## src/rtl/eth_fcs_tx.sv

```systemverilog
// eth_fcs_tx: transmit-side Ethernet FCS inserter.
//
// Passes a frame byte stream through unchanged. Short frames are zero-padded
// up to MIN_LEN when PAD_EN is set. The 4-byte IEEE 802.3 FCS is then appended,
// low byte first. Both sides use a valid/ready handshake, and there is a single
// registered output stage, so data appears on m_data one cycle after it is
// accepted.
//
// Ports:
//   clk, reset_n         clock; asynchronous active-low reset
//   s_data/s_valid/s_last/s_ready   input byte stream (s_last = last payload byte)
//   m_data/m_valid/m_last/m_ready   output byte stream (m_last = last FCS byte)
//   busy                 high from first accepted byte until the last FCS byte transfers
module eth_fcs_tx #(
    parameter int unsigned MIN_LEN = 60,
    parameter bit          PAD_EN  = 1'b1
) (
    input  logic       clk,
    input  logic       reset_n,
    input  logic [7:0] s_data,
    input  logic       s_valid,
    input  logic       s_last,
    output logic       s_ready,
    output logic [7:0] m_data,
    output logic       m_valid,
    output logic       m_last,
    input  logic       m_ready,
    output logic       busy
);

    localparam logic [31:0] CRC_INIT  = 32'hFFFF_FFFF;
    localparam logic [31:0] POLY_REFL = 32'hEDB8_8320;
    localparam logic [15:0] MIN_LEN16 = 16'(MIN_LEN);

    typedef enum logic [1:0] {IDLE, DATA, PAD, FCS} state_t;

    state_t      state_q, state_d;
    logic [31:0] crc_q,   crc_d;
    logic [15:0] len_q,   len_d;
    logic [1:0]  idx_q,   idx_d;
    logic [7:0]  data_q,  data_d;
    logic        valid_q, valid_d;
    logic        last_q,  last_d;
    logic        busy_q,  busy_d;

    logic        out_free, in_phase, in_fire, out_fire;
    logic [15:0] len_inc;
    logic [31:0] fcs;

    // Reflected CRC-32, one byte per call (LSB of the byte first).
    function automatic logic [31:0] crc_byte(input logic [31:0] c, input logic [7:0] d);
        logic [31:0] r;
        r = c ^ {24'h0, d};
        for (int i = 0; i < 8; i++) begin
            r = r[0] ? ((r >> 1) ^ POLY_REFL) : (r >> 1);
        end
        return r;
    endfunction

    assign out_free = !valid_q || m_ready;
    assign in_phase = (state_q == IDLE) || (state_q == DATA);
    // Held low while in reset so the source never sees a phantom accept.
    assign s_ready  = reset_n && in_phase && out_free;
    assign in_fire  = s_valid && s_ready;
    assign out_fire = valid_q && m_ready;
    // Length only feeds the pad decision, so saturating is enough.
    assign len_inc  = (len_q == 16'hFFFF) ? len_q : len_q + 16'd1;
    assign fcs      = ~crc_q;

    always_comb begin
        state_d = state_q;
        crc_d   = crc_q;
        len_d   = len_q;
        idx_d   = idx_q;
        data_d  = data_q;
        valid_d = valid_q;
        last_d  = last_q;
        busy_d  = busy_q;

        // Drain the output register. A new load below overrides this.
        if (out_fire) begin
            valid_d = 1'b0;
            last_d  = 1'b0;
            if (last_q) busy_d = 1'b0;
        end

        case (state_q)
            IDLE, DATA: begin
                // In IDLE, crc/len were already reset when the previous FCS
                // finished. A back-to-back frame therefore starts clean.
                if (in_fire) begin
                    data_d  = s_data;
                    valid_d = 1'b1;
                    last_d  = 1'b0;
                    crc_d   = crc_byte(crc_q, s_data);
                    len_d   = len_inc;
                    busy_d  = 1'b1;
                    if (s_last) begin
                        if (PAD_EN && (len_inc < MIN_LEN16)) begin
                            state_d = PAD;
                        end else begin
                            state_d = FCS;
                            idx_d   = 2'd0;
                        end
                    end else begin
                        state_d = DATA;
                    end
                end
            end
            PAD: begin
                if (out_free) begin
                    data_d  = 8'h00;
                    valid_d = 1'b1;
                    last_d  = 1'b0;
                    crc_d   = crc_byte(crc_q, 8'h00);
                    len_d   = len_inc;
                    if (len_inc >= MIN_LEN16) begin
                        state_d = FCS;
                        idx_d   = 2'd0;
                    end
                end
            end
            FCS: begin
                if (out_free) begin
                    data_d  = fcs[{idx_q, 3'b000} +: 8];
                    valid_d = 1'b1;
                    last_d  = (idx_q == 2'd3);
                    idx_d   = idx_q + 2'd1;
                    if (idx_q == 2'd3) begin
                        state_d = IDLE;
                        crc_d   = CRC_INIT;
                        len_d   = 16'd0;
                    end
                end
            end
            default: state_d = IDLE;
        endcase
    end

    always_ff @(posedge clk or negedge reset_n) begin
        if (!reset_n) begin
            state_q <= IDLE;
            crc_q   <= CRC_INIT;
            len_q   <= 16'd0;
            idx_q   <= 2'd0;
            data_q  <= 8'h00;
            valid_q <= 1'b0;
            last_q  <= 1'b0;
            busy_q  <= 1'b0;
        end else begin
            state_q <= state_d;
            crc_q   <= crc_d;
            len_q   <= len_d;
            idx_q   <= idx_d;
            data_q  <= data_d;
            valid_q <= valid_d;
            last_q  <= last_d;
            busy_q  <= busy_d;
        end
    end

    assign m_data  = data_q;
    assign m_valid = valid_q;
    assign m_last  = last_q;
    assign busy    = busy_q;

endmodule
```

## config.mk

```make
export PLATFORM = sky130hd
export DESIGN_NAME = eth_fcs_tx
export DESIGN_NICKNAME = d
export VERILOG_FILES = /design/src/rtl/eth_fcs_tx.sv
export SDC_FILE = /design/constraint.sdc
export NUM_CORES = 1
export LEC_CHECK = 0
export ABC_AREA = 1
export CAP_MARGIN = 20
export CORE_MARGIN = 2
export CORE_UTILIZATION = 30
export DETAILED_ROUTE_END_ITERATION = 6
export HOLD_SLACK_MARGIN = 0.06
export SYNTH_ARGS = -nofsm -noshare
export SYNTH_HDL_FRONTEND = slang
export SYNTH_SLANG_ARGS = --single-unit
```

## constraint.sdc

```tcl
create_clock -name clk -period 4.9 [get_ports clk]
set_input_delay 0.98 -clock clk [delete_from_list [all_inputs] [get_ports clk]]
set_output_delay 0.98 -clock clk [all_outputs]
set_load 0.01 [all_outputs]
```

==> key figures, run 1 <==
STA
  – Final worst path period need: 3.29 ns
  – FMAX: 304 MHz
  – PnR worst setup slack: 1.61 ns
  – Hold Fails Final Rpt: 0
  – Final clock skew: 0.0144 ns
  – Final period utilization: 0.671
  – Hold Worst Slack: 0.490 ns
  – Final Max Slew Viols: 0
  – # setup viols final: 0
  – Slew @ Worst Pin: 1.00 ns
  – RSZ-0062 raised after global routing: false
  – Setup TNS: 0 ns
  – Worst relative slew slack: 0.331

Routing
  – Antenna Violating Nets Remaining: 0
  – Pre-antenna DRT Iters: 5
  – Residual DRC: 0
  – Detailed Route Iter0 Violations: 341
  – Wirelength per Cell: 16.0 µm
  – Drt total wl: 15.1 mm
  – Routed via count: 4,565
  – Via density: 4.82

Critical path
  – Largest stage delay on the critical path: 0.49 ns
  – Critical path arrival: 2.31 ns
  – Crit-path cells: clkdlybuf4s50_1, nor2_1, nor2_1, clkdlybuf4s50_1
  – Kind of critical path: primary input to primary output
  – RR Endpoint: crc_q[20]
  – R2R cell count: 13
  – Slowest CP cell: clkdlybuf4s50_1
  – CP required: 3.92 ns
  – Worst r2r src: state_q[1]
  – R2r setup slk: 2.24 ns
  – Worst Path Max Fanout: 4
  – Critical path launch point type: primary input
  – Endpoint type of the worst setup path: primary output

Pwr
  – Worst vdd ir: 0.277 mV
  – P_leak: 0.00255 µW
  – Pwr dens: 882 mW/mm²

Floorplanning
  – Die area: 0.0186 mm²
  – Die W: 136 µm
  – Rows: 48
  – Die Y: 136 µm
  – Ports: 25
  – Initial Utilization: 0.305
  – Total core area: 0.0172 mm²

Global route
  – Total GRT Usage: 0.172
  – Met1 usage: 0.225
  – Gr busiest metal: met2
  – Initial antenna violation count: 0
  – Met2 GRT Util: 0.277
  – Vias in the first global route: 4,319
  – Largest net degree at the start of global routing: 64
  – Global-route wire length before repair: 24.0 mm
  – Grt total ovfl: 0
  – Met3 usage: 0.0399

Finish
  – Inserted Diodes: 0
  – Area Overhead vs Synth: 14.0%
  – Share of cells above drive strength 1: 0.141
  – Most common cell after layout, fill and taps aside: nand2_1
  – Fillcell total: 1,802
  – Commonest cells after routing, fill and taps aside: 149 x nand2_1, 65 x xor2_1, 57 x o21ai_0, 57 x inv_1, 54 x a21oi_1
  – Layout net count: 732
  – Final Instance Area: 0.00599 mm²
  – Post-route insts no fill: 947

Synth
  – Yosys warns: 0
  – Post-synth cell types: 39
  – Async set or reset register ratio after synthesis: 1.00
  – Post-synthesis sequential area ratio: 0.308
  – Syn_area_per_cell: 7.43 µm²
  – Number of synthesized flops with an enable pin: 0
  – Gate Count Post-Synth: 707
  – Post-Syn Nets: 722
  – Most used DFF post-synth: dfstp_2
  – Synth Register Bits: 63
  – Post-Syn Area: 0.00525 mm²

Min path
  – Hold Path Class: flop to flop
  – Hold Path Sink: crc_q[18]
  – Hold depth: 2
  – Hold_sp: crc_q[18]

Placement
  – Placer Congestion: 0.883
  – HPWL Detailed: 10.5 mm
  – Dpl ws: 1.45 ns
  – Placed insts: 931
  – Placed inst area: 0.00564 mm²
  – IO Port Bufs: 24

CTS
  – CTS tree: built
  – Clk buf depth: 2
  – H-tree depth: 3
  – Postcts setup bufs: 0
  – Clk slew on worst S/H paths: 0.06 ns
  – PostCTS Resize Cnt: 0
  – CTS Hold Buffers Added: 0
  – CTS Buf Count: 9
  – Clk sinks: 63
  – CTS Root Cell: clkbuf_16
  – Worst-Skew Late Latency: 0.35 ns

Outcome
  – Outcome: finished clean

Flow run
  – Max-cap violation count: 0
==> cell type report <==
| cell class | count | area, µm² | area share |
|---|---|---|---|
| Timing Repair Buffer | 29 | 273 | 0.0455 |
| Clock buffer | 9 | 225 | 0.0376 |
| Tap cell | 225 | 282 | 0.0470 |
| Multi-Input combinational cell | 542 | 3200 | 0.535 |
| Clock inverter | 7 | 119 | 0.0198 |
| Inverter | 72 | 270 | 0.0451 |
| Sequential cell | 63 | 1620 | 0.270 |
==> sequential cells by signal, summed over array words and instances (netlist names) <==
| signal | count |
|---|---|
| crc_q | 32 |
| len_q | 16 |
| m_data | 8 |
| idx_q | 2 |
| state_q | 2 |
| busy | 1 |
| m_last | 1 |
| m_valid | 1 |
==> cell usage after synthesis, types with 2 or more instances <==
master	n	area share
clkbuf_1	12	0.0086
nor2_4	3	0.0064
a31oi_1	3	0.0036
and2_1	2	0.0024
o21bai_1	2	0.0029
or2_2	4	0.0048
o21ai_1	27	0.026
a21oi_1	54	0.051
a32o_1	2	0.0038
xnor2_4	3	0.016
nand3_1	29	0.028
xnor2_1	36	0.060
nand4_1	5	0.0060
o22ai_1	16	0.019
nor2_1	42	0.030
inv_1	57	0.041
buf_6	2	0.0043
nand2_2	6	0.0071
xor2_1	65	0.11
o211ai_1	10	0.014
buf_4	6	0.0086
nand2_1	149	0.11
nor2_2	5	0.0060
inv_2	14	0.010
dfrtp_1	31	0.15
nand2_4	4	0.0086
ha_1	2	0.0048
o21ai_0	57	0.054
dfstp_2	32	0.16
xor2_2	7	0.022
buf_2	10	0.0095
o221ai_1	3	0.0050
==> routing by layer <==
layer,routed length [µm],up-vias
li1,-,2324
met1,6950,2102
met2,7030,119
met3,804,20
met4,342,0
met5,0,-
==> how the worst max path moves through the flow <==
stage / slack (ns) / endpoint / start / cells past startpoint
2_1_floorplan: 2.52 / state_q[1] / m_ready / 12
3_3_place_gp: 1.50 / state_q[1] / m_ready / 12
3_5_place_dp: 1.45 / crc_q[27] / m_ready / 13
5_1_grt: 1.55 / s_ready / m_ready / 4
4_1_cts: 1.61 / s_ready / m_ready / 4
6_report: 1.61 / s_ready / m_ready / 4
==> stage by stage <==
step | power, µW | utilization
global route | 5720 | 0.347
finish | 5280 | 0.347
global placement | 4460 | 0.327
floorplan | 3720 | -
CTS | 5280 | 0.347
detailed placement | 4470 | 0.327
==> worst max-delay path: cells and delay by family <==
family | cells | cell delay [ns]
buf+inv | 2 | 0.95
simple gates | 2 | 0.37
==> cell families (layout without fill, tap and decap cells) <==
| logic type | count (synthesis) | in the layout | synth area share |
|---|---|---|---|
| compound gates | 176 | 176 | 0.183 |
| flops | 63 | 63 | 0.308 |
| xor+xnor | 113 | 113 | 0.214 |
| fa+ha+maj | 2 | 2 | 0.00476 |
| buf+inv | 102 | 117 | 0.0824 |
| simple gates | 251 | 251 | 0.208 |
==> power breakdown <==
part	leakage, µW	internal, µW	switching, µW
combinational	0.00165	1270	2010
sequential	0.000734	858	380
clock	0.000162	498	269
(Power assumes the default switching activity.)
==> run 2, diff against run 1 <==
- clock period: 4.9 -> 3.2 ns (I/O delays scaled with it)
==> run 2 against run 1 <==
  * Global-route usage shrank 0.077 points
  * Clock power grew 30%
  * Total power grew 51%
  * Count of clock-buffer cells in the layout is the same
  * Largest cell class unchanged
==> key figures, run 2 (synthesized netlist as in run 1, its figures left out) <==
Floorplanning
  – Die Y: 136 µm
  – Rows: 48
  – Die area: 0.0186 mm²
  – Ports: 25
  – Die W: 136 µm
  – Total core area: 0.0172 mm²
  – Initial Utilization: 0.305

Critical path
  – Kind of critical path: primary input to primary output
  – CP required: 2.56 ns
  – Largest stage delay on the critical path: 0.50 ns
  – Critical path launch point type: primary input
  – Largest delay contributor family on the critical path: buffers and inverters
  – Crit-path cells: clkdlybuf4s50_1, nor2_1, nor2_1, clkdlybuf4s50_1
  – Slowest CP cell: clkdlybuf4s50_1
  – Endpoint type of the worst setup path: primary output
  – Crit path buf inv count: 2
  – Critical path arrival: 1.99 ns
  – Worst Path Max Fanout: 4

CTS
  – Clk slew on worst S/H paths: 0.06 ns
  – PostCTS Resize Cnt: 0
  – CTS Buf Count: 9
  – CTS Hold Buffers Added: 0
  – Postcts setup bufs: 0
  – CTS tree: built
  – Worst-Skew Late Latency: 0.35 ns
  – Clk sinks: 63
  – CTS Root Cell: clkbuf_16
  – H-tree depth: 3
  – Clk buf depth: 2

Flow run
  – Max-cap violation count: 0

Global route
  – Global-route wire length before repair: 23.9 mm
  – Total GRT Usage: 0.172
  – Grt total ovfl: 0
  – Vias in the first global route: 4,297
  – Largest net degree at the start of global routing: 64
  – Initial antenna violation count: 0

Finish
  – Max reg flops: 32
  – Largest Register: crc_q
  – Area Overhead vs Synth: 14.2%
  – Layout net count: 738
  – Inserted Diodes: 0
  – Commonest cells after routing, fill and taps aside: 149 x nand2_1, 65 x xor2_1, 57 x o21ai_0, 57 x inv_1, 54 x a21oi_1
  – Share of cells above drive strength 1: 0.148
  – Most common cell after layout, fill and taps aside: nand2_1
  – Final Instance Area: 0.00600 mm²

Pwr
  – Sw frac: 0.509
  – Internal power: 3930 µW
  – P_leak: 0.00256 µW
  – Pwr dens: 1330 mW/mm²
  – Switching pwr: 4070 µW
  – Register share of total power: 0.231
  – Clock share of power: 0.126
  – Worst vdd ir: 0.392 mV
  – Power Total: 8000 µW
  – Combinational Power Share: 0.644

Routing
  – Via density: 4.86
  – Wirelength per Cell: 15.9 µm
  – Antenna Violating Nets Remaining: 0
  – Detailed Route Iter0 Violations: 353
  – Routed via count: 4,629
  – Pre-antenna DRT Iters: 5
  – Drt total wl: 15.2 mm
  – Residual DRC: 0

STA
  – Slew @ Worst Pin: 0.838 ns
  – Setup TNS: 0 ns
  – Final period utilization: 0.821
  – Hold Worst Slack: 0.483 ns
  – Worst relative slew slack: 0.441
  – # setup viols final: 0
  – Final clock skew: 0.00927 ns
  – RSZ-0062 raised after global routing: false
  – Final worst path period need: 2.63 ns
  – Final Max Slew Viols: 0
  – Hold Fails Final Rpt: 0
  – FMAX: 381 MHz

Placement
  – Placed inst area: 0.00570 mm²
  – IO Port Bufs: 24
  – Placer Congestion: 0.922
  – HPWL Detailed: 10.6 mm

Min path
  – Hold Path Class: flop to flop

Outcome
  – Outcome: finished clean
run 2: worst paths after layout:
path / cells after the start / to / start / slack (ns)
worst max-delay path: 4 / s_ready / m_ready / 0.57
min in group asynchronous: 2 / m_data[2] / reset_n / 0.51
worst min-delay path: 2 / crc_q[18] / crc_q[18] / 0.48
max in group asynchronous: 2 / m_data[6] / reset_n / 2.13
worst max register to register: 14 / idx_q[1] / len_q[0] / 0.66
worst min register to register: 2 / crc_q[18] / crc_q[18] / 0.48
run 2: routing by layer:
layer / up-vias / routed length (µm) / GRT usage
met2: 114 / 6790 / 0.263
li1: 2341 / - / -
met1: 2145 / 7080 / 0.227
met4: 0 / 402 / 0.0712
met3: 29 / 881 / 0.0474
met5: - / 0 / 0
run 2: worst register-to-register path, stage by stage (launching register included):
cell     delay, ns
dfrtp_1       0.46
ha_1          0.22
nand3_1       0.19
inv_2         0.15
nand2_1       0.11
nor2_4        0.38
inv_2         0.16
o21ai_1       0.11
a21oi_1       0.11
nand3_1       0.12
nor2_1        0.05
nor2_2        0.17
nand2_1       0.09
nand2_1       0.06
nand2_1       0.05
run 2: metrics by stage:
step	worst slack [ns]	util	cells
finish	0.572	0.348	953
floorplan	1.16	-	707
global route	0.416	0.348	953
CTS	0.572	0.348	953
global placement	0.461	0.331	937
detailed placement	0.491	0.331	937
run 2: area by class of cell:
type | instances | area [µm²]
repair buffers | 35 | 330
well taps | 225 | 282
flip-flops and latches | 63 | 1620
fillers | 1820 | 11200
clock buffers | 9 | 225
multi-input cells | 542 | 3200
clock inverters | 7 | 72.6
inverters | 72 | 270
run 2: power by group through the flow:
stage          clock network (µW)  logic (µW)  registers, µW
2_1_floorplan                   0        4130           1570
3_3_place_gp                    0        5060           1840
3_5_place_dp                    0        5080           1840
4_1_cts                      1030        5110           1840
5_1_grt                      1060        5730           1890
6_report                     1000        5150           1850
